`src/rtl/uart_pkg.sv`:
```
// Shared definitions for the 32-bit UART link (receiver and transmitter).
// Holds the receiver state encoding, link constants, parity encoding and
// small bit-level helper functions.
package uart_pkg;

  typedef enum logic [2:0] {
    IDLE   = 3'd0,
    START  = 3'd1,
    DATA   = 3'd2,
    PARITY = 3'd3,
    STOP   = 3'd4
  } state_t;

  localparam int BITS_PER_WORD        = 32;
  localparam int CLKS_PER_BIT_DEFAULT = 10417;

  // parity_type encoding, shared with the transmitter
  localparam logic PARITY_EVEN = 1'b1;
  localparam logic PARITY_ODD  = 1'b0;

  // Parity bit the transmitter should have sent for this word
  function automatic logic expected_parity(input logic [BITS_PER_WORD-1:0] word,
                                           input logic                     ptype);
    logic p;
    p = ^word;
    if (ptype == PARITY_EVEN) begin
      return p;
    end else begin
      return ~p;
    end
  endfunction

  // 2-of-3 vote
  function automatic logic majority3(input logic a, input logic b, input logic c);
    return (a & b) | (a & c) | (b & c);
  endfunction

endpackage

```
`src/rtl/uart_rx_sync.sv`:
```
// Front end of the UART receiver: 2-flop synchronizer for the asynchronous
// rx pin, falling-edge detect, and the per-bit sample value.
// Build option: UART_RX_MAJORITY_EN -- sample becomes a 2-of-3 vote over the
// last three synchronized values, so the FSM must decide one cycle after the
// nominal sample point to centre the vote window on it.
import uart_pkg::*;

module uart_rx_sync (
  input  logic clk,
  input  logic rst_n,
  input  logic rx,
  output logic fall,
  output logic sample
);

  logic sync1_q, sync1_d;
  logic sync2_q, sync2_d;
  logic prev_q,  prev_d;
`ifdef UART_RX_MAJORITY_EN
  logic prev2_q, prev2_d;
`endif

  // Next-state: shift the pin through the synchronizer and history taps
  always_comb begin
    sync1_d = rx;
    sync2_d = sync1_q;
    prev_d  = sync2_q;
`ifdef UART_RX_MAJORITY_EN
    prev2_d = prev_q;
`endif
  end

  // Synchronizer and history flops; idle-high reset value avoids a false edge
  always_ff @(posedge clk) begin
    if (!rst_n) begin
      sync1_q <= 1'b1;
      sync2_q <= 1'b1;
      prev_q  <= 1'b1;
`ifdef UART_RX_MAJORITY_EN
      prev2_q <= 1'b1;
`endif
    end else begin
      sync1_q <= sync1_d;
      sync2_q <= sync2_d;
      prev_q  <= prev_d;
`ifdef UART_RX_MAJORITY_EN
      prev2_q <= prev2_d;
`endif
    end
  end

  assign fall = prev_q & ~sync2_q;

`ifdef UART_RX_MAJORITY_EN
  assign sample = majority3(prev2_q, prev_q, sync2_q);
`else
  assign sample = sync2_q;
`endif

endmodule

```
`src/rtl/uart_receiver.sv`:
```
// UART receiver for the 32-bit link: start, 32 data bits LSB first, parity,
// stop. Mid-bit sampling driven by a per-bit counter; the completed word is
// presented with a one-cycle valid pulse plus parity/framing error flags.
// Build option: UART_RX_MAJORITY_EN -- 2-of-3 majority sampling; all decision
// points move one cycle later (done once, at start-bit validation, since the
// counter is cleared at every decision).
import uart_pkg::*;

module uart_receiver #(
  parameter int CLKS_PER_BIT  = CLKS_PER_BIT_DEFAULT,
  parameter int BITS_PER_WORD = uart_pkg::BITS_PER_WORD
) (
  input  logic                     clk,
  input  logic                     rst_n,
  input  logic                     rx,
  input  logic                     parity_type,
  output logic [BITS_PER_WORD-1:0] data,
  output logic                     valid,
  output logic                     parity_err,
  output logic                     frame_err,
  output logic                     busy
);

  localparam int CNT_W = $clog2(CLKS_PER_BIT);
  localparam int IDX_W = $clog2(BITS_PER_WORD);
  localparam int HALF  = CLKS_PER_BIT / 2;
`ifdef UART_RX_MAJORITY_EN
  localparam int VOTE_DELAY = 1;
`else
  localparam int VOTE_DELAY = 0;
`endif

  localparam logic [CNT_W-1:0] START_PT = CNT_W'(HALF - 1 + VOTE_DELAY);
  localparam logic [CNT_W-1:0] BIT_PT   = CNT_W'(CLKS_PER_BIT - 1);
  localparam logic [IDX_W-1:0] LAST_IDX = IDX_W'(BITS_PER_WORD - 1);

  logic fall_s;
  logic sample_s;

  uart_rx_sync u_sync (
    .clk    (clk),
    .rst_n  (rst_n),
    .rx     (rx),
    .fall   (fall_s),
    .sample (sample_s)
  );

  state_t                   state_q, state_d;
  logic [CNT_W-1:0]         cnt_q,   cnt_d;
  logic [IDX_W-1:0]         idx_q,   idx_d;
  logic [BITS_PER_WORD-1:0] word_q,  word_d;
  logic                     ptype_q, ptype_d;
  logic                     par_q,   par_d;
  logic [BITS_PER_WORD-1:0] data_q,  data_d;
  logic                     valid_q, valid_d;
  logic                     perr_q,  perr_d;
  logic                     ferr_q,  ferr_d;
  logic                     busy_q,  busy_d;

  // Frame FSM next-state: bit timing, reassembly and result reporting
  always_comb begin
    state_d = state_q;
    cnt_d   = cnt_q + CNT_W'(1);
    idx_d   = idx_q;
    word_d  = word_q;
    ptype_d = ptype_q;
    par_d   = par_q;
    data_d  = data_q;
    valid_d = 1'b0;
    perr_d  = perr_q;
    ferr_d  = ferr_q;
    busy_d  = busy_q;

    case (state_q)
      IDLE: begin
        cnt_d = '0;
        if (fall_s) begin
          state_d = START;
        end else begin
          state_d = IDLE;
        end
      end

      START: begin
        if (cnt_q == START_PT) begin
          cnt_d = '0;
          if (!sample_s) begin
            ptype_d = parity_type;
            busy_d  = 1'b1;
            idx_d   = '0;
            word_d  = '0;
            state_d = DATA;
          end else begin
            // line went back high: glitch, not a start bit
            state_d = IDLE;
          end
        end else begin
          state_d = START;
        end
      end

      DATA: begin
        if (cnt_q == BIT_PT) begin
          cnt_d         = '0;
          word_d[idx_q] = sample_s;
          if (idx_q == LAST_IDX) begin
            state_d = PARITY;
          end else begin
            idx_d = idx_q + IDX_W'(1);
          end
        end else begin
          state_d = DATA;
        end
      end

      PARITY: begin
        if (cnt_q == BIT_PT) begin
          cnt_d   = '0;
          par_d   = sample_s;
          state_d = STOP;
        end else begin
          state_d = PARITY;
        end
      end

      STOP: begin
        if (cnt_q == BIT_PT) begin
          cnt_d   = '0;
          data_d  = word_q;
          valid_d = 1'b1;
          perr_d  = (par_q != expected_parity(word_q, ptype_q));
          ferr_d  = ~sample_s;
          busy_d  = 1'b0;
          state_d = IDLE;
        end else begin
          state_d = STOP;
        end
      end

      default: begin
        cnt_d   = '0;
        busy_d  = 1'b0;
        state_d = IDLE;
      end
    endcase
  end

  // State and registered outputs; synchronous reset discards any partial frame
  always_ff @(posedge clk) begin
    if (!rst_n) begin
      state_q <= IDLE;
      cnt_q   <= '0;
      idx_q   <= '0;
      word_q  <= '0;
      ptype_q <= PARITY_EVEN;
      par_q   <= 1'b0;
      data_q  <= '0;
      valid_q <= 1'b0;
      perr_q  <= 1'b0;
      ferr_q  <= 1'b0;
      busy_q  <= 1'b0;
    end else begin
      state_q <= state_d;
      cnt_q   <= cnt_d;
      idx_q   <= idx_d;
      word_q  <= word_d;
      ptype_q <= ptype_d;
      par_q   <= par_d;
      data_q  <= data_d;
      valid_q <= valid_d;
      perr_q  <= perr_d;
      ferr_q  <= ferr_d;
      busy_q  <= busy_d;
    end
  end

  assign data       = data_q;
  assign valid      = valid_q;
  assign parity_err = perr_q;
  assign frame_err  = ferr_q;
  assign busy       = busy_q;

endmodule
```
`config.mk`:
```
export PLATFORM = sky130hd
export DESIGN_NAME = uart_receiver
export DESIGN_NICKNAME = d
export VERILOG_FILES = /design/src/rtl/uart_pkg.sv /design/src/rtl/uart_rx_sync.sv /design/src/rtl/uart_receiver.sv
export SDC_FILE = /design/constraint.sdc
export NUM_CORES = 1
export LEC_CHECK = 0
export BUFFER_PORTS_ARGS = -buffer_cell sky130_fd_sc_hd__buf_2
export CAP_MARGIN = 5
export CORE_ASPECT_RATIO = 0.8
export CORE_MARGIN = 4
export CORE_UTILIZATION = 50
export CTS_CLUSTER_DIAMETER = 100
export CTS_CLUSTER_SIZE = 14
export DETAILED_ROUTE_END_ITERATION = 16
export PLACE_DENSITY_LB_ADDON = 0.2
export SLEW_MARGIN = 15
export SYNTH_ARGS = -nofsm -noshare
export SYNTH_HDL_FRONTEND = slang
export SYNTH_SLANG_ARGS = --single-unit
```
`constraint.sdc`:
```
create_clock -name clk -period 2.9 [get_ports clk]
set_clock_uncertainty 0.05 [all_clocks]
set_input_delay 0.29 -clock clk [delete_from_list [all_inputs] [get_ports clk]]
set_output_delay 0.29 -clock clk [all_outputs]
set_load 0.01 [all_outputs]
```
-- Word-level counts from Yosys, hierarchy flattened
Index checks and enable logic that the tools add are counted.
- register bits: 95
- input port bits: 4
- output and inout port bits: 36
- logic and storage cells: 80
- add/sub/neg operators: 2
- order comparisons: 2
- eq/ne operators: 14
- multiplexer cells: 31
- bitwise operators: 4
- reduce and logical (&&, ||, !) cells: 13
- operator list (cell ; count):
    $mux W32 ; 3
    $pmux W32 S2 ; 1
    $bwmux W32 ; 1
    $reduce_xor A32 Y1 ; 1
    $mux W14 ; 2
    $pmux W14 S2 ; 1
    $mux W5 ; 4
    $mux W3 ; 5
    $pmux W3 S5 ; 1
    $add A14 B1 Y14 const B ; 1
    $eq A14 B13 Y1 const B ; 1
    $eq A14 B14 Y1 const B ; 1
    $ne A2 B2 Y1 const B ; 5
    $pmux W5 S2 ; 1
    $mux W1 ; 9
    $reduce_and A4 Y1 ; 2
    $eq A3 B2 Y1 const B ; 2
    $lt A5 B6 Y1 const B ; 1
    $reduce_and A2 Y1 ; 3
    $reduce_or A3 Y1 ; 2
    $add A5 B1 Y5 const B ; 1
    $demux W1 S5 ; 1
    $eq A5 B5 Y1 const B ; 1
    $ge A5 B1 Y1 const B ; 1
    other kinds (13) ; 15

-- Logic depth before layout (Yosys ltp)
Gate-level depths: netlist (run 1).
- depth after elaboration: 7
- mapped depth: 10
- mapped depth without buffers: 8

-- By module
Synthesis (run 1) repeated with hierarchy kept, for this count alone.
- cells, all modules: 536
- area total of the unflattened synthesis: 4558.1 sq um
- modules (own cells, without submodules) (module ; times used ; cells each ; area an instance (sq um) ; sequential area each (sq um)):
    uart_receiver ; 1 ; 529 ; 4473.0 ; 1841.8
    uart_rx_sync ; 1 ; 7 ; 85.1 ; 60.1

-- Worst setup path before layout (run 1)
OpenSTA, ideal clock, no wires.
- kind: reg-to-reg
- start: reg idx_q[0]
- end: reg idx_q[3]
- library setup time: 0.133 ns
- arrival: 1.821 ns
- data required time: 2.717 ns
- path slack: 0.896 ns
- cell stages (with the launch flop): 9
- buffers on the path: 1
- cells stage by stage: dfxtp_1 > ha_1 > clkbuf_1 > and3_1 > ha_1 > o32ai_4 > nand4_1 > xor2_1 > nor2_1
- word-level cells in the longest chain between the ends: 4
- elaborated cells on any way between the ends: 7
- classes of those cells: 1 x add/sub; 2 x eq/ne; 3 x mux; 1 x reduce/logical
- ends and longest elaborated chain (what ; line ; RTL):
    start: declaration ; uart_receiver.sv:50 ; logic [IDX_W-1:0] idx_q, idx_d;
    start signal: assignment ; uart_receiver.sv:165 ; idx_q <= idx_d;
    $add A5 B1 Y5 ; uart_receiver.sv:109 ; idx_d = idx_q + IDX_W'(1);
    $mux W5 ; uart_receiver.sv:106 ; if (idx_q == LAST_IDX) begin
    $mux W5 ; uart_receiver.sv:103 ; if (cnt_q == BIT_PT) begin
    $pmux W5 S2 ; uart_receiver.sv:74 ; case (state_q)
Several ways; a longest one is shown, not always the timed one. The select of a mux whose other input is x is not followed.
A chain may end at the register's enable or synchronous reset.

-- Worst setup path after layout (run 1)
- start: reg cnt_q[0]
- end: reg word_q[1]
- word-level cells in the longest chain between the ends: 3
- elaborated cells on any way between the ends: 5
- classes of those cells: 4 x eq/ne; 1 x reduce/logical
- ends and longest elaborated chain (what ; line ; RTL):
    start: declaration ; uart_receiver.sv:49 ; logic [CNT_W-1:0] cnt_q, cnt_d;
    start signal: assignment ; uart_receiver.sv:164 ; cnt_q <= cnt_d;
    $eq A14 B14 Y1 / $eq A14 B13 Y1 (equally long branches) ; uart_receiver.sv:103, uart_receiver.sv:85 ;
    $ne A2 B2 Y1 (no source line) ; - ;
    $reduce_and A4 Y1 (no source line) (*) ; - ;
    end signal: assignment ; uart_receiver.sv:166 ; word_q <= word_d;
    end: declaration ; uart_receiver.sv:51 ; logic [BITS_PER_WORD-1:0] word_q, word_d;
Every way passes the cells marked *; elsewhere a longest branch is shown, timed or not.

==> results of run 1 <==
[final cells by class]
class,instances,area share (%)
clock buffers,9,2.63
clock inverters,7,2.02
inverters,5,0.399
multi-input cells,387,46.2
flip-flops and latches,95,40.4
well taps,108,2.87
repair buffers,46,5.53
[worst max-delay path by stage]
| stage | start | endpoint | slack [ns] | cells past startpoint |
|---|---|---|---|---|
| floorplan | idx_q[0] | idx_q[3] | 0.90 | 8 |
| global placement | cnt_q[0] | word_q[5] | 0.47 | 9 |
| detailed placement | cnt_q[0] | word_q[1] | 0.38 | 9 |
| CTS | cnt_q[0] | word_q[1] | 0.37 | 9 |
| global route | cnt_q[0] | word_q[6] | 0.12 | 9 |
| finish | cnt_q[0] | word_q[1] | 0.36 | 9 |
[routing by layer]
layer  vias up  global-route usage [%]  wire length, um  part of all wire [%]
met4         0                    5.37               86                  0.88
met5         -                       0                0                     0
met1      1680                    28.5             4600                    47
met2        94                    29.2             4330                    44
met3         9                    5.16              717                   7.4
li1       1803                       -                -                     -
[sequential cells by signal, indices dropped and copies added, names as in the netlist]
name and flops:
word_q 32, par_q 1, u_sync.sync1_q 1, u_sync.prev_q 1, valid 1, busy 1, data 32, idx_q 5
u_sync.sample 1, cnt_q 14, ptype_q 1, parity_err 1, state_q 3, frame_err 1
[through the flow]
stage / worst slack [ns] / area (um^2) / cells
floorplan: 0.896 / 4260 / 526
global placement: 0.472 / 4490 / 641
detailed placement: 0.384 / 4490 / 641
CTS: 0.369 / 4710 / 657
global route: 0.122 / 4710 / 657
finish: 0.363 / 4710 / 657
[cells by family (layout without fill, tap and decap cells)]
group	Yosys count	count (layout)	share of synthesized area [%]
XOR/XNOR	46	46	9.78
multiplexers	4	4	0.940
adder cells (fa/ha/maj)	7	7	2.06
AND/OR/NAND/NOR	189	189	20.8
AO/OA/AOI/OAI	141	141	17.5
buffers and inverters	44	67	4.32
flip-flops	95	95	44.6
[power groups by stage]
stage	logic (mW)	clock network (mW)	registers [mW]
final	0.0362	0.964	1.31
after global routing	0.0408	1.04	1.31
after CTS	0.0364	0.983	1.31
after detailed placement	0.0364	0	1.34
after global placement	0.0360	0	1.34
after floorplan	0.0241	0	1.34
[worst max-delay path, cell delays in order (launching register included)]
cell and delay (ns):
dfxtp_1 0.38, inv_1 0.09, ha_1 0.19, and3b_1 0.19, nand4_2 0.17, nor2_1 0.11, nor2_1 0.67, buf_4 0.35
o21ai_0 0.13, a21oi_1 0.15
[cell usage in the layout (no fill, tap or decap), types with 10 or more instances in the layout]
master,n
buf_2,39
nand3_1,10
nand2_1,107
dfxtp_1,95
and3_1,11
o21ai_0,27
a21oi_1,100
nor2_1,30
xnor2_1,30
xor2_1,15
==> metrics.md, run 1 <==
| Metric | Value |
|---|---|
| Outcome | `completed` |
| Hold Path Origin | `rx` |
| Antenna violations before repair | `0` |
| Pint | `1.80 mW` |
| Pre-antenna DRT Iters | `4` |
| Max Cap Viol | `0` |
| Sequential area share after synthesis | `44.6%` |
| Most common cell in the netlist | `nand2_1` |
| Final min period | `2.54 ns` |
| Vias | `3586` |
| Gpl congestion | `0.851` |
| Power share of the combinational group | `1.6%` |
| Vias in the first global route | `3318` |
| Synth cell count leaders | `nand2_1 (107), a21oi_1 (100), dfxtp_1 (95)` |
| Row cnt | `29` |
| Net Switching | `0.507 mW` |
| Clk sinks | `95` |
| R2R depth | `9` |
| RSZ-0062 raised after global routing | `no` |
| Top cells by area, synth | `dfxtp_1 (45%), a21oi_1 (12%), nand2_1 (9.4%)` |
| Peak supply drop | `0.224 mV` |
| Residual DRC | `0` |
| EDFF count, synth | `0` |
| Crit. End Element | `flip-flop` |
| Reg2Reg Setup Slack | `0.36 ns` |
| Fraction of layout cells with a size suffix above 1 | `12.6%` |
| Post-synth top flop | `dfxtp_1` |
| N_diodes | `0` |
| Total Routed Length | `9.73 mm` |
| Syn. warnings | `0` |
| Post-route ant nets | `0` |
| Required time worst endpoint | `3.14 ns` |
| IO Count | `40` |
| Fin crit share | `87.5%` |
| Cts repair resizes | `0` |
| First-pass GRT wire length | `16.5 mm` |
| Num CTS Buffers | `9` |
| Worst slew pin tran | `0.872 ns` |
| Worst hold endpoint | `u_sync.sync1_q` |
| Post-layout util | `57.9%` |
| CTS Buffer Depth | `2` |
| CP Launch Type | `flip-flop` |
| CTS Hold Bufs | `0` |
| Fin. max-slew vios | `0` |
| Root Driver | `clkbuf_8` |
| Power Total | `2.31 mW` |
| P_leak | `1.75 nW` |
| Synth area leader | `dfxtp_1` |
| P per Cell Area | `491 nW/um^2` |
| Die width | `111 um` |
| Number of I/O port buffers | `39` |
| Register share of total power | `56.7%` |
| Wire per inst | `14.8 um` |
| Hold Path Class | `primary input to flip-flop` |
| Drt via density | `5.46` |
| Number of setup buffers added after CTS | `0` |
| Worst hold stages | `2` |
| Hold WS | `0.0579 ns` |
| Area growth syn-to-layout | `10.5%` |
| HPWL after detailed placement | `6.59 mm` |
| Grt ovf | `0` |
| Synth Instances | `526` |
| DR iter-0 viols | `277` |
| Synthesized flop and latch total | `95` |
| Core area | `8130 um^2` |
| Starting Density | `52.4%` |
| Post-synth ARST share | `0%` |
| Achievable frequency | `394 MHz` |
| RR Endpoint | `word_q[1]` |
| Nets@finish | `555` |
| Count of different cell masters after synthesis | `42` |
| Reg area | `1900 um^2` |
| Clock tree from TritonCTS | `done` |
| Power share of the clock group | `41.7%` |
| Setup TNS | `0 ns` |
| Worst Path Class, Setup | `flip-flop to flip-flop` |
| Clk_lat worst skew | `0.36 ns` |
| Total GRT Usage | `19.8%` |
| Setup-failing EPs final | `0` |
| Chip height | `90.6 um` |
| Clock transition at path regs | `0.09 ns` |
| Crit path DAT | `2.78 ns` |
| Fin. Hold Viols | `0` |
| Sw Ratio | `21.9%` |
| Filler cells | `778` |
| Area of the multi-input gates | `2170 um^2` |
| Die ar. | `10100 um^2` |
| Worst Path Max Fanout | `18` |
| Rel. slew slack | `41.7%` |
| Largest net degree at the start of global routing | `40` |
| Cell Area, Synth | `4260 um^2` |
| Worst reg2reg path startpoint | `cnt_q[0]` |
| Net Count, Synth | `537` |
| Syn_area_per_cell | `8.10 um^2` |
| Share of the synthesized area in the top cell type | `44.6%` |
| H-tree levels | `3` |
Note: power is estimated with default switching activity, not from simulation.
==> run 2, diff against run 1 <==
CORE_ASPECT_RATIO = 1.1   (was 0.8)
==> run 2 against run 1 <==
Cell count increased by 0.30%. Clock power decreased by 3.2%. Critical path depth decreased by 1. Power decreased by 1.4%. Global-route usage decreased by 0.84 points. Die area about the same. Combinational power decreased by 6.1%. Via count decreased by 1.8%. Cell area decreased by 0.35%.
==> metrics.md, run 2 (synthesis results as in run 1) <==
| Metric | Value |
|---|---|
| Outcome | `completed (unchanged)` |
| Crit. End Element | `flip-flop (unchanged)` |
| CP Launch Type | `flip-flop (unchanged)` |
| Largest net degree at the start of global routing | `37 (was 40)` |
| Rel. slew slack | `45.2% (was 41.7%)` |
| Clock tree from TritonCTS | `done (unchanged)` |
| Chip height | `105 um (was 90.6 um)` |
| Power share of the combinational group | `1.5% (was 1.6%)` |
| Fin. max-slew vios | `0 (unchanged)` |
| Drt via density | `5.34 (was 5.46)` |
| Fin cells | `659 (was 657)` |
| Worst Setup SP | `cnt_q[0] (unchanged)` |
| Number of setup buffers added after CTS | `0 (unchanged)` |
| Achievable frequency | `441 MHz (was 394 MHz)` |
| Residual DRC | `0 (unchanged)` |
| Worst Path Max Fanout | `25 (was 18)` |
| Pint | `1.80 mW (about the same)` |
| First-pass GRT wire length | `15.3 mm (was 16.5 mm)` |
| Pre-antenna DRT Iters | `5 (was 4)` |
| Final min period | `2.27 ns (was 2.54 ns)` |
| Num CTS Buffers | `9 (unchanged)` |
| IO Count | `40 (unchanged)` |
| Required time worst endpoint | `3.14 ns (about the same)` |
| R2R depth | `8 (was 9)` |
| Worst Path Class, Setup | `flip-flop to flip-flop (unchanged)` |
| Core area | `8360 um^2 (was 8130 um^2)` |
| Total Routed Length | `9.02 mm (was 9.73 mm)` |
| Most common cell after layout, fill and taps aside | `nand2_1 (unchanged)` |
| Cts repair resizes | `0 (unchanged)` |
| Root Driver | `clkbuf_8 (unchanged)` |
| Fin crit share | `78.1% (was 87.5%)` |
| Area after DPL | `4480 um^2 (was 4490 um^2)` |
| Crit path capture | `word_q[8] (was word_q[1])` |
| Number of I/O port buffers | `39 (unchanged)` |
| Register share of total power | `57.5% (was 56.7%)` |
| P per Cell Area | `485 nW/um^2 (was 491 nW/um^2)` |
| Total GRT Usage | `18.9% (was 19.8%)` |
| Finished Cell Area | `4690 um^2 (was 4710 um^2)` |
| Vias in the first global route | `3220 (was 3318)` |
| Power share of the clock group | `41.0% (was 41.7%)` |
| Worst reg2reg path startpoint | `cnt_q[0] (unchanged)` |
| Vias | `3520 (was 3586)` |
| RR Endpoint | `word_q[8] (was word_q[1])` |
| Peak supply drop | `0.323 mV (was 0.224 mV)` |
| Fraction of layout cells with a size suffix above 1 | `12.2% (was 12.6%)` |
| Antenna violations before repair | `0 (unchanged)` |
| Sw Ratio | `21.1% (was 21.9%)` |
| Placed cell count | `644 (was 641)` |
| Reg2Reg Setup Slack | `0.63 ns (was 0.36 ns)` |
| Crit path DAT | `2.51 ns (was 2.78 ns)` |
| Row cnt | `35 (was 29)` |
| Grt ovf | `0 (unchanged)` |
| Setup TNS | `0 ns (unchanged)` |
| Nets@finish | `555 (unchanged)` |
| Area growth syn-to-layout | `10.2% (was 10.5%)` |
| Power Total | `2.28 mW (was 2.31 mW)` |
| Clk_lat worst skew | `0.35 ns (was 0.36 ns)` |
| P_leak | `1.73 nW (was 1.75 nW)` |
| Clock transition at path regs | `0.10 ns (was 0.09 ns)` |
| Setup-failing EPs final | `0 (unchanged)` |
| RSZ-0062 raised after global routing | `no (unchanged)` |
| HPWL after detailed placement | `6.16 mm (was 6.59 mm)` |
| Wire per inst | `13.7 um (was 14.8 um)` |
| Starting Density | `50.9% (was 52.4%)` |
| Net Switching | `0.480 mW (was 0.507 mW)` |
| N_diodes | `0 (unchanged)` |
| Worst slew pin tran | `0.820 ns (was 0.872 ns)` |
| H-tree levels | `3 (unchanged)` |
| Fin. Hold Viols | `0 (unchanged)` |
| Die ar. | `10100 um^2 (about the same)` |
| Gpl congestion | `0.831 (was 0.851)` |
| CTS Hold Bufs | `0 (unchanged)` |
| CTS Buffer Depth | `2 (unchanged)` |
| Clk sinks | `95 (unchanged)` |
| Die width | `96.0 um (was 111 um)` |
| Hold Path Class | `primary input to flip-flop (unchanged)` |
| Most frequent cells in the layout | `nand2_1 (107), a21oi_1 (100), dfxtp_1 (95), buf_2 (39) (unchanged)` |
| Max Cap Viol | `0 (unchanged)` |
| Post-route ant nets | `0 (unchanged)` |
| DR iter-0 viols | `160 (was 277)` |
run 2: power by group through the flow:
stage / logic (mW) / clock network [mW] / registers [mW]
5_1_grt: 0.0379 / 1.01 / 1.31
4_1_cts: 0.0346 / 0.959 / 1.31
2_1_floorplan: 0.0241 / 0 / 1.34
3_5_place_dp: 0.0346 / 0 / 1.34
6_report: 0.0340 / 0.933 / 1.31
3_3_place_gp: 0.0341 / 0 / 1.34
run 2: worst max-delay path: stages (launching register included):
cell	delay, ns
dfxtp_1	0.34
ha_1	0.26
nor2b_1	0.15
nand4_1	0.31
nor2_4	0.10
nor2_1	0.36
buf_4	0.34
o21ai_0	0.13
a21oi_1	0.14
run 2: worst min-delay path by stage:
stage,from,to,slack (ns),cells after the start
after CTS,rx,u_sync.sync1_q,0.06,2
after floorplan,u_sync.sync1_q,u_sync.sample,0.34,1
final,rx,u_sync.sync1_q,0.07,2
after global placement,u_sync.sync1_q,u_sync.sample,0.34,1
after global routing,rx,u_sync.sync1_q,0.1,2
after detailed placement,u_sync.sync1_q,u_sync.sample,0.35,1
run 2: stage by stage:
step,hold slack (ns),utilization [%],worst slack [ns]
after global routing,0.0966,56.1,0.382
final,0.0677,56.1,0.634
after detailed placement,0.352,53.6,0.625
after global placement,0.340,53.6,0.650
after CTS,0.0573,56.1,0.610
after floorplan,0.336,-,0.896
run 2: layout make-up:
type	instances	area (um^2)
Clock buffer	10	128
Clock inverter	5	83.8
Fill cell	791	3670
Inverter	5	18.8
Multi-Input combinational cell	387	2170
Sequential cell	95	1900
Tap cell	111	139
Timing Repair Buffer	46	248
run 2: metal layers:
metal | part of all wire [%] | up-vias | global-route usage, %
met4 | 1.1 | 0 | 4.78
met1 | 47 | 1624 | 25.8
met3 | 4.5 | 11 | 4.10
li1 | - | 1804 | -
met5 | 0 | - | 0
met2 | 48 | 81 | 30.1
==> run 3, diff against run 2 <==
ABC_AREA = 1   (was not set)
clock period = 1.8 ns   (was 2.9 ns; I/O delays follow)
==> run 3 against run 2 <==
Cell count up 36%. Critical path depth up 1. Setup slack worse by 0.59 ns. Register-to-register slack worse by 0.59 ns. Combinational power up 89%. Non-clock buffer count up 17. Count of clock-buffer cells in the layout up 6. Routed wire length up 29%. Critical endpoint is now idx_q[1]. Largest cell class unchanged. Highest routed layer unchanged.
==> metrics.md, run 3 <==
| Metric | Value |
|---|---|
| Worst hold endpoint | `ptype_q (was u_sync.sync1_q)` |
| CTS Buffer Depth | `2 (unchanged)` |
| Fin crit share | `97.7% (was 78.1%)` |
| Area after DPL | `5280 um^2 (was 4480 um^2)` |
| Setup TNS | `0 ns (unchanged)` |
| Top cells by area, synth | `dfxtp_1 (38%), nand2_1 (18%), a21oi_1 (7.5%) (was dfxtp_1 (45%), a21oi_1 (12%), nand2_1 (9.4%))` |
| Post-synth top flop | `dfxtp_1 (unchanged)` |
| Post-layout util | `58.8% (was 56.1%)` |
| Most common cell in the netlist | `nand2_1 (unchanged)` |
| Sw Ratio | `21.7% (was 21.1%)` |
| Synthesized flop and latch total | `95 (unchanged)` |
| Largest net degree at the start of global routing | `61 (was 37)` |
| Antenna violations before repair | `0 (unchanged)` |
| EDFF count, synth | `0 (unchanged)` |
| R2R depth | `9 (was 8)` |
| Root Driver | `clkbuf_8 (unchanged)` |
| Outcome | `completed (unchanged)` |
| Hold WS | `0.0483 ns (was 0.0677 ns)` |
| Register share of total power | `61.0% (was 57.5%)` |
| Power share of the clock group | `37.1% (was 41.0%)` |
| Post-synth ARST share | `0% (unchanged)` |
| Synth cell count leaders | `nand2_1 (239), dfxtp_1 (95), a21oi_1 (74) (was nand2_1 (107), a21oi_1 (100), dfxtp_1 (95))` |
| Starting Density | `52.1% (was 50.9%)` |
| RR Endpoint | `idx_q[1] (was word_q[8])` |
| Required time worst endpoint | `2.01 ns (was 3.14 ns)` |
| First-pass GRT wire length | `19.5 mm (was 15.3 mm)` |
| Fin. max-slew vios | `0 (unchanged)` |
| Power Total | `3.45 mW (was 2.28 mW)` |
| Worst hold stages | `3 (was 2)` |
| Hold Path Class | `primary input to flip-flop (unchanged)` |
| Clk sinks | `95 (unchanged)` |
| Peak supply drop | `0.350 mV (was 0.323 mV)` |
| Worst Setup SP | `cnt_q[1] (was cnt_q[0])` |
| Total GRT Usage | `20.7% (was 18.9%)` |
| Sequential area share after synthesis | `38.5% (was 44.6%)` |
| Post-route ant nets | `0 (unchanged)` |
| Area growth syn-to-layout | `12.8% (was 10.2%)` |
| Residual DRC | `0 (unchanged)` |
| Worst reg2reg path startpoint | `cnt_q[1] (was cnt_q[0])` |
| P_leak | `2.27 nW (was 1.73 nW)` |
| Syn_area_per_cell | `6.77 um^2 (was 8.10 um^2)` |
| Worst Path Max Fanout | `8 (was 25)` |
| HPWL after detailed placement | `7.97 mm (was 6.16 mm)` |
| Setup-failing EPs final | `0 (unchanged)` |
| Die width | `103 um (was 96.0 um)` |
| DR iter-0 viols | `228 (was 160)` |
| Final WS setup | `0.0417 ns (was 0.634 ns)` |
| Fraction of layout cells with a size suffix above 1 | `14.9% (was 12.2%)` |
| Final min period | `1.76 ns (was 2.27 ns)` |
| Number of I/O port buffers | `39 (unchanged)` |
| Net Switching | `0.749 mW (was 0.480 mW)` |
| IO Count | `40 (unchanged)` |
| Filler cells | `881 (was 791)` |
| Drt via density | `5.27 (was 5.34)` |
| Gpl congestion | `0.836 (was 0.831)` |
| Setup WS pre-CTS | `-0.0626 ns (was 0.625 ns)` |
| Nets@finish | `783 (was 555)` |
| Clock transition at path regs | `0.08 ns (was 0.10 ns)` |
| Rel. slew slack | `74.7% (was 45.2%)` |
| Synth Instances | `731 (was 526)` |
| Worst slew pin tran | `0.376 ns (was 0.820 ns)` |
| Synth area leader | `dfxtp_1 (unchanged)` |
| Placed cell count | `873 (was 644)` |
| Count of different cell masters after synthesis | `39 (was 42)` |
| Share of the synthesized area in the top cell type | `38.5% (was 44.6%)` |
| Clock tree from TritonCTS | `done (unchanged)` |
| Fin. Hold Viols | `0 (unchanged)` |
| Finished Cell Area | `5580 um^2 (was 4690 um^2)` |
| RSZ-0062 raised after global routing | `yes (was no)` |
| Cell Area, Synth | `4950 um^2 (was 4260 um^2)` |
| Row cnt | `37 (was 35)` |
| Wire per inst | `13.0 um (was 13.7 um)` |
| Syn. warnings | `0 (unchanged)` |
| Most frequent cells in the layout | `nand2_1 (239), dfxtp_1 (90), a21oi_1 (72), nor2_1 (67), inv_1 (51) (was nand2_1 (107), a21oi_1 (100), dfxtp_1 (95), buf_2 (39))` |
| Crit. End Element | `flip-flop (unchanged)` |
| Num CTS Buffers | `9 (unchanged)` |
| N_diodes | `0 (unchanged)` |
| Hold Path Origin | `parity_type (was rx)` |
| Die ar. | `11500 um^2 (was 10100 um^2)` |
| Worst Path Class, Setup | `flip-flop to flip-flop (unchanged)` |
| Vias | `4707 (was 3520)` |
| Pint | `2.70 mW (was 1.80 mW)` |
| Total Routed Length | `11.6 mm (was 9.02 mm)` |
| Achievable frequency | `569 MHz (was 441 MHz)` |
| P per Cell Area | `619 nW/um^2 (was 485 nW/um^2)` |
| Power share of the combinational group | `1.9% (was 1.5%)` |
| H-tree levels | `3 (unchanged)` |
| Most common cell after layout, fill and taps aside | `nand2_1 (unchanged)` |
| Core area | `9490 um^2 (was 8360 um^2)` |
| Pre-antenna DRT Iters | `5 (unchanged)` |
| Clk_lat worst skew | `0.37 ns (was 0.35 ns)` |
| Grt ovf | `0 (unchanged)` |
| Fin cells | `894 (was 659)` |
| Chip height | `112 um (was 105 um)` |
| Net Count, Synth | `742 (was 537)` |
| Vias in the first global route | `4473 (was 3220)` |
| Reg2Reg Setup Slack | `0.04 ns (was 0.63 ns)` |
| Max Cap Viol | `0 (unchanged)` |
| Crit path DAT | `1.97 ns (was 2.51 ns)` |
| CP Launch Type | `flip-flop (unchanged)` |
run 3: worst max-delay path by stage:
stage                      end  slack, ns  cells after the start
floorplan           word_q[15]       0.14                      9
global placement     word_q[0]       0.02                      8
detailed placement  word_q[31]      -0.06                      8
CTS                   idx_q[1]      0.006                      9
global route          idx_q[4]      -0.09                      9
finish                idx_q[1]       0.04                      9
run 3: repair_timing:
action | CTS | global route
gates cloned | 0 | 1
buffers inserted | 0 | 3
hold buffers | 1 | 0
setup endpoints to repair | 36 | 79
hold endpoints to repair | 1 | 0
gates resized for setup | 2 | 24
pin swaps | 2 | 10
run 3: layout make-up:
| class | instances | area (um^2) | share of cell area [%] |
|---|---|---|---|
| flip-flops and latches | 95 | 1910 | 34.2 |
| well taps | 117 | 146 | 2.62 |
| inverters | 63 | 243 | 4.35 |
| repair buffers | 63 | 453 | 8.12 |
| clock buffers | 16 | 170 | 3.05 |
| multi-input cells | 540 | 2660 | 47.7 |
run 3: power by group through the flow:
stage          Sequential (mW)  Clock [mW]  Combinational (mW)
4_1_cts                   2.11        1.32              0.0632
3_5_place_dp              2.16           0              0.0611
5_1_grt                   2.11        1.40              0.0704
2_1_floorplan             2.16           0              0.0403
6_report                  2.11        1.28              0.0641
3_3_place_gp              2.16           0              0.0607
run 3: cell families after synthesis:
logic type      count (synthesis)  share of synthesized area (%)
simple gates                  370                           31.8
compound gates                136                           14.4
buf+inv                        96                           8.78
flops                          95                           38.5
xor+xnor                       27                           4.78
fa+ha+maj                       7                           1.77
run 3: critical path, stage by stage (launching register included):
cell     delay, ns
dfxtp_2       0.36
ha_2          0.21
nand2_2       0.09
nor4_4        0.29
nand3_4       0.15
buf_6         0.17
o21ai_4       0.11
nand2_1       0.09
o21ai_1       0.09
nor2_1        0.05
run 3: per-layer routing:
metal  GRT usage, %  vias up  part of all wire (%)  wire (um)
met5              0        -                     0          0
met4           9.15        0                   2.2        261
met3           4.35       19                   4.9        566
met2           35.3      102                    49       5680
met1           24.7     2182                    44       5100
li1               -     2404                     -          -
